===== src/rtl/stage_delay_sequencer_pkg.sv =====
`default_nettype none
// ============================================================================
// Module   : seq_pkg
// Brief    : Shared state encoding, mode values and default delays for the
//            stage delay sequencer.
// Revision : 1.0
// ============================================================================
package seq_pkg;

    typedef enum logic [1:0] {
        IDLE   = 2'd0,
        S_B    = 2'd1,
        WAIT_C = 2'd2,
        WAIT_D = 2'd3
    } seq_state_t;

    localparam logic MODE_SNAPSHOT = 1'b0;
    localparam logic MODE_LIVE     = 1'b1;

    localparam int DLY1_DEF = 3;
    localparam int DLY2_DEF = 1;

endpackage
`default_nettype wire


===== src/rtl/stage_delay_sequencer_delay_counter.sv =====
`default_nettype none
// ============================================================================
// Module   : delay_counter
// Brief    : Loadable down-counter with a zero flag; load wins over enable.
// Revision : 1.0
// ============================================================================
module delay_counter #(
    parameter int CW = 4
) (
    input  logic          clk,
    input  logic          rst_n,
    input  logic          load,
    input  logic [CW-1:0] load_val,
    input  logic          en,
    output logic          zero
);

    logic [CW-1:0] r_count;

    always_ff @(posedge clk or negedge rst_n) begin
        if (!rst_n) begin
            r_count <= '0;
        end else if (load) begin
            r_count <= load_val;
        end else if (en && (r_count != '0)) begin
            r_count <= r_count - 1'b1;
        end
    end

    assign zero = (r_count == '0);

endmodule
`default_nettype wire


===== src/rtl/stage_delay_sequencer.sv =====
`default_nettype none
// ============================================================================
// Module   : stage_delay_sequencer
// Brief    : Three-stage accumulate chain (b=2a, c=b+a, d=c+a) with
//            programmable inter-stage delays and snapshot/live operand.
// Revision : 1.0
// ============================================================================
module stage_delay_sequencer
    import seq_pkg::*;
#(
    parameter int W    = 8,
    parameter int DLY1 = DLY1_DEF,
    parameter int DLY2 = DLY2_DEF,
    parameter int CW   = 4
) (
    input  logic         clk,
    input  logic         rst_n,
    input  logic         start_valid,
    output logic         start_ready,
    input  logic [W-1:0] a_in,
    input  logic         mode,
    output logic [W-1:0] b_out,
    output logic [W-1:0] c_out,
    output logic [W-1:0] d_out,
    output logic         busy,
    output logic         done
);

    if ((DLY1 < 1) || (DLY2 < 1) || (DLY1 >= (1 << CW)) || (DLY2 >= (1 << CW))) begin : g_param_check
        $fatal(1, "stage_delay_sequencer: DLY1/DLY2 must be >= 1 and < 2**CW");
    end

    // The counter is loaded with DLY-1 so that the stage fires DLY edges later.
    localparam logic [CW-1:0] c_dly1_ld = CW'(DLY1 - 1);
    localparam logic [CW-1:0] c_dly2_ld = CW'(DLY2 - 1);

    seq_state_t    r_state;
    seq_state_t    w_state_next;
    logic [W-1:0]  r_a_lat;
    logic          r_mode_lat;
    logic [W-1:0]  r_b;
    logic [W-1:0]  r_c;
    logic [W-1:0]  r_d;
    logic          r_busy;
    logic          r_done;
    logic [W-1:0]  w_opnd;
    logic          w_accept;
    logic          w_ld_b;
    logic          w_ld_c;
    logic          w_ld_d;
    logic          w_load;
    logic [CW-1:0] w_load_val;
    logic          w_cnt_en;
    logic          w_zero;

    delay_counter #(.CW(CW)) u_delay_counter (
        .clk      (clk),
        .rst_n    (rst_n),
        .load     (w_load),
        .load_val (w_load_val),
        .en       (w_cnt_en),
        .zero     (w_zero)
    );

    always_ff @(posedge clk or negedge rst_n) begin
        if (!rst_n) begin
            r_state <= IDLE;
        end else begin
            r_state <= w_state_next;
        end
    end

    always_comb begin
        w_state_next = r_state;
        w_accept     = 1'b0;
        w_ld_b       = 1'b0;
        w_ld_c       = 1'b0;
        w_ld_d       = 1'b0;
        w_load       = 1'b0;
        w_load_val   = '0;
        w_cnt_en     = 1'b0;
        case (r_state)
            IDLE: begin
                if (start_valid) begin
                    w_accept     = 1'b1;
                    w_state_next = S_B;
                end
            end
            S_B: begin
                w_ld_b       = 1'b1;
                w_load       = 1'b1;
                w_load_val   = c_dly1_ld;
                w_state_next = WAIT_C;
            end
            WAIT_C: begin
                if (w_zero) begin
                    w_ld_c       = 1'b1;
                    w_load       = 1'b1;
                    w_load_val   = c_dly2_ld;
                    w_state_next = WAIT_D;
                end else begin
                    w_cnt_en = 1'b1;
                end
            end
            WAIT_D: begin
                if (w_zero) begin
                    w_ld_d       = 1'b1;
                    w_state_next = IDLE;
                end else begin
                    w_cnt_en = 1'b1;
                end
            end
            default: w_state_next = IDLE;
        endcase
    end

    // LIVE mode takes a_in at the firing edge; stage b always uses the latch.
    assign w_opnd = (r_mode_lat == MODE_LIVE) ? a_in : r_a_lat;

    always_ff @(posedge clk or negedge rst_n) begin
        if (!rst_n) begin
            r_a_lat    <= '0;
            r_mode_lat <= MODE_SNAPSHOT;
            r_b        <= '0;
            r_c        <= '0;
            r_d        <= '0;
            r_busy     <= 1'b0;
            r_done     <= 1'b0;
        end else begin
            if (w_accept) begin
                r_a_lat    <= a_in;
                r_mode_lat <= mode;
            end
            if (w_ld_b) r_b <= r_a_lat + r_a_lat;
            if (w_ld_c) r_c <= r_b + w_opnd;
            if (w_ld_d) r_d <= r_c + w_opnd;
            r_busy <= (w_state_next != IDLE);
            r_done <= w_ld_d;
        end
    end

    assign start_ready = (r_state == IDLE);
    assign b_out       = r_b;
    assign c_out       = r_c;
    assign d_out       = r_d;
    assign busy        = r_busy;
    assign done        = r_done;

endmodule
`default_nettype wire


===== config.mk =====
export PLATFORM = sky130hd
export DESIGN_NAME = stage_delay_sequencer
export DESIGN_NICKNAME = d
export VERILOG_FILES = /design/src/rtl/stage_delay_sequencer_pkg.sv /design/src/rtl/stage_delay_sequencer_delay_counter.sv /design/src/rtl/stage_delay_sequencer.sv
export SDC_FILE = /design/constraint.sdc
export NUM_CORES = 1
export LEC_CHECK = 0
export ABC_CLOCK_PERIOD_IN_PS = 2300
export CORE_MARGIN = 4
export CORE_UTILIZATION = 37
export DETAILED_ROUTE_END_ITERATION = 12
export GPL_TIMING_DRIVEN = 0
export PLACE_DENSITY = 0.65
export SLEW_MARGIN = 5
export SYNTH_ARGS = -nofsm -noshare
export SYNTH_HDL_FRONTEND = slang
export SYNTH_SLANG_ARGS = --single-unit

===== constraint.sdc =====
create_clock -name clk -period 2.3 [get_ports clk]
set_input_delay 0.23 -clock clk [delete_from_list [all_inputs] [get_ports clk]]
set_output_delay 0.23 -clock clk [all_outputs]
set_load 0.005 [all_outputs]

==> metrics.md, run 1 <==
| Metric | Value |
|---|---|
| Status | `complete, no violations` |
| Endpoint type of the worst setup path | `register` |
| Clk_lat worst skew | `0.29 ns` |
| Yosys cell types | `36` |
| Leakage power | `1.289 nW` |
| Top cells by count, synth | `40 x dfrtp_1, 22 x mux2_2, 20 x nand2_1, 18 x ha_1, 15 x o21ai_0` |
| Cell Area, Synth | `0.002237 mm2` |
| Vias per std cell | `approximately 4.9` |
| Worst min path class | `in -> async` |
| CP Cell Sequence | `buf_6 > buf_4 > mux2_2 > ha_1 > nand2_1 > nor4b_1 > a211oi_1 > xnor2_1 > o21ai_1` |
| Clock slew at reported path FFs | `roughly 0.08 ns` |
| # clock sinks | `40` |
| Vias after detailed routing | `1608` |
| Fmax | `0.4370 GHz` |
| # port buffers | `37` |
| Routed WL | `4626 um` |
| RSZ-0062 raised after global routing | `true` |
| Comb power frac | `0.611` |
| Pre-CTS worst setup slack | `-0.2130 ns` |
| Mean area per synthesized cell | `between 10 and 15 um2` |
| Placed inst area | `roughly 0.0027 mm2` |
| Slowest library cell on the worst path | `mux2_2` |
| Crit path kind | `reg -> reg` |
| Clock Tree Buf Depth | `2` |
| Htree depth | `2` |
| Layout area overhead | `31.38%` |
| Crit start category | `register` |
| Initial core utilization | `0.3801` |
| Max-cap check violation count | `0` |
| WL per Instance | `~14 um` |
| I/O pins | `39` |
| Initial antenna violation count | `0` |
| Main area contributors after synthesis | `dfrtp_1 45%, mux2_2 11%, ha_1 10%` |
| ANT cells | `0` |
| Hold Vio Cnt, Final | `0` |
| GRT overflow | `0` |
| Pre-Repair DR Iteration Count | `4` |
| P_sw | `roughly 1.8 mW` |
| Net count, final | `287` |
| Die area | `approximately 0.0074 mm2` |
| Crit path max fanout | `5` |
| # DRC | `0` |
| Syn_nets | `238` |
| Synth area leader | `dfrtp_1` |
| Gr usage total | `0.1344` |
| Num rows | `28` |
| WP buf/inv | `2` |
| Largest net degree at the start of global routing | `25` |
| Worst flop-to-flop path endpoint | `d_out[7]` |
| Final ANT Viol Nets | `0` |
| Register area share after synthesis | `0.4474` |
| Sw Ratio | `0.3865` |
| WP data arrival | `between 2 and 2.5 ns` |
| Async SR Flop Fraction | `1.000` |
| Tcrit/Tclk final | `0.9949` |
| Root buffer cell | `clkbuf_8` |
| Synthesis warning total | `0` |
| Pint | `around 2.8 mW` |
| Max IR drop VDD | `~0.00048 V` |
| Core Footprint | `approximately 0.006 mm2` |
| Crit-path leading delay family | `simple AND/OR/NAND/NOR gates` |
| CTS tree | `built` |
| Main flop type after synthesis | `dfrtp_1` |
| Top cell type's share of synthesized area | `0.4474` |
| WP data required | `between 2 and 2.5 ns` |
| Reg2reg start | `r_mode_lat` |
| Final worst slack | `roughly 0.012 ns` |
| Share of cells above drive strength 1 | `0.2188` |
| # fillers | `523` |
| Clock skew after layout | `0.008523 ns` |
| EDFF count, synth | `0` |
| Die width | `around 86 um` |
| Final HPWL DP | `between 3000 and 4000 um` |
| Power share of the sequential group | `0.284` |
| GP Congestion | `~0.85` |
| CTS Buf Count | `5` |
| Tmin final | `~2.3 ns` |
| DR iter-0 viols | `70` |
| Clk network pwr share | `0.105` |
| Worst-case reg-to-reg path depth | `9` |
| Cells after synthesis | `206` |
| Register bit total from synthesis | `40` |
| Cell area after layout | `0.002939 mm2` |
| Power density over the cells | `1566 mW/mm2` |
| Final Max Tran Viols | `0` |
| Crit path largest cell delay | `roughly 0.36 ns` |
| Most numerous cell in the Yosys netlist | `dfrtp_1` |
| # setup viols final | `0` |
| Vias in the first global route | `between 1500 and 2000` |
| Reg2reg setup slack | `between 0.01 and 0.015 ns` |
| Global-route wire length before repair | `roughly 7800 um` |
| Die height | `about 86 um` |
layout make-up:
cell class	count	area, um2	area share
Inverter	14	52.55	0.01788
Clock buffer	6	82.58	0.02810
Tap cell	75	93.84	0.03193
Sequential cell	40	1001	0.3406
Multi-Input combinational cell	147	1251	0.4257
Timing Repair Buffer	42	417.9	0.1422
Clock inverter	2	10.01	0.003406
Buffer	5	30.03	0.01022
cells in the final DEF, fill, tap and decap left out, types with 2 or more instances in the layout:
cell / count
o21bai_1: 2
nor2b_1: 2
o21ai_0: 14
o21ai_1: 2
o21a_1: 4
nor2_1: 11
dfrtp_1: 40
o31ai_1: 2
a21o_1: 3
xnor2_1: 4
ha_1: 13
clkdlybuf4s50_1: 36
inv_1: 12
inv_2: 2
mux2i_2: 2
nor3_1: 3
mux2_2: 21
buf_4: 4
xor2_1: 9
fa_2: 2
clkinv_2: 2
nand2_1: 20
ha_4: 4
o22ai_1: 2
clkbuf_8: 6
a21oi_1: 8
clkbuf_1: 3
a211oi_1: 2
what timing repair did:
item,CTS,global route
hold buffers,1,0
gates resized for setup,9,10
buffers inserted,2,1
endpoints found under the hold margin,16,0
pin swaps,1,2
setup endpoints to repair,4,4
kinds of logic (layout without fill, tap and decap cells):
logic type                 count (synthesis)  after routing  synth area share
AOI/OAI and AO/OA                         45             45            0.1264
and+or+nand+nor                           43             43           0.09396
DFF                                       40             40            0.4474
muxes                                     25             25            0.1258
adders and majority gates                 20             20            0.1186
buffers and inverters                     19             69           0.03523
xor gates and xnor gates                  13             13           0.05090
other                                      1              1          0.001676
state kept, by name, summed over array words and instances, names as in the netlist:
| register | count |
|---|---|
| r_a_lat | 8 |
| done | 1 |
| c_out | 8 |
| r_state | 2 |
| r_mode_lat | 1 |
| busy | 1 |
| b_out | 7 |
| d_out | 8 |
| u_delay_counter.r_count | 4 |
power by group through the flow:
stage / clock [mW] / combinational (mW) / sequential, mW
CTS: 0.498 / 2.63 / 1.29
global placement: 0 / 2.46 / 1.28
detailed placement: 0 / 2.52 / 1.30
global route: 0.525 / 3.15 / 1.37
floorplan: 0 / 1.72 / 1.26
finish: 0.484 / 2.81 / 1.31
through the flow:
stage               instances  power, mW  hold slack, ns    util  TNS [ns]
finish                    331      4.601          0.3961  0.4994         0
global route              331      5.039          0.4500  0.4994   -0.1774
CTS                       330      4.416          0.4007  0.4864         0
detailed placement        319      3.816          0.1877  0.4615   -0.7455
global placement          318      3.742          0.4593  0.4590    -1.270
floorplan                 206      2.980        -0.06559       -         0
how the worst max path moves through the flow:
stage	startpoint	end	cells past startpoint
3_3_place_gp	a_in[1]	c_out[7]	11
2_1_floorplan	r_mode_lat	d_out[6]	10
6_report	r_mode_lat	d_out[7]	9
5_1_grt	r_mode_lat	c_out[6]	9
3_5_place_dp	a_in[1]	d_out[7]	9
4_1_cts	r_mode_lat	d_out[6]	9
layer usage:
metal  share of wire  wire length (um)  vias up  global-route usage
met3           0.034               159        7             0.02113
met4           0.016                76        0             0.05324
met1            0.45              2090      756              0.1684
met5               0                 0        -                   0
li1                -                 -      809                   -
met2            0.50              2299       36              0.2316
(Power assumes the default switching activity.)
==> inputs of run 2 (changes only) <==
==> constraint.sdc (replaced) <==
create_clock -name clk -period 2.3 [get_ports clk]
set_input_delay 0.23 -clock clk [delete_from_list [all_inputs] [get_ports clk]]
set_output_delay 0.23 -clock clk [all_outputs]
set_load 0.05 [all_outputs]
==> results of run 2 <==
The final DEF is identical to that of run 1. Status: complete, no violations.
Power of run 2 is not shown: default switching activity piles up to over one toggle a cycle in this logic, so the estimate is an artifact.
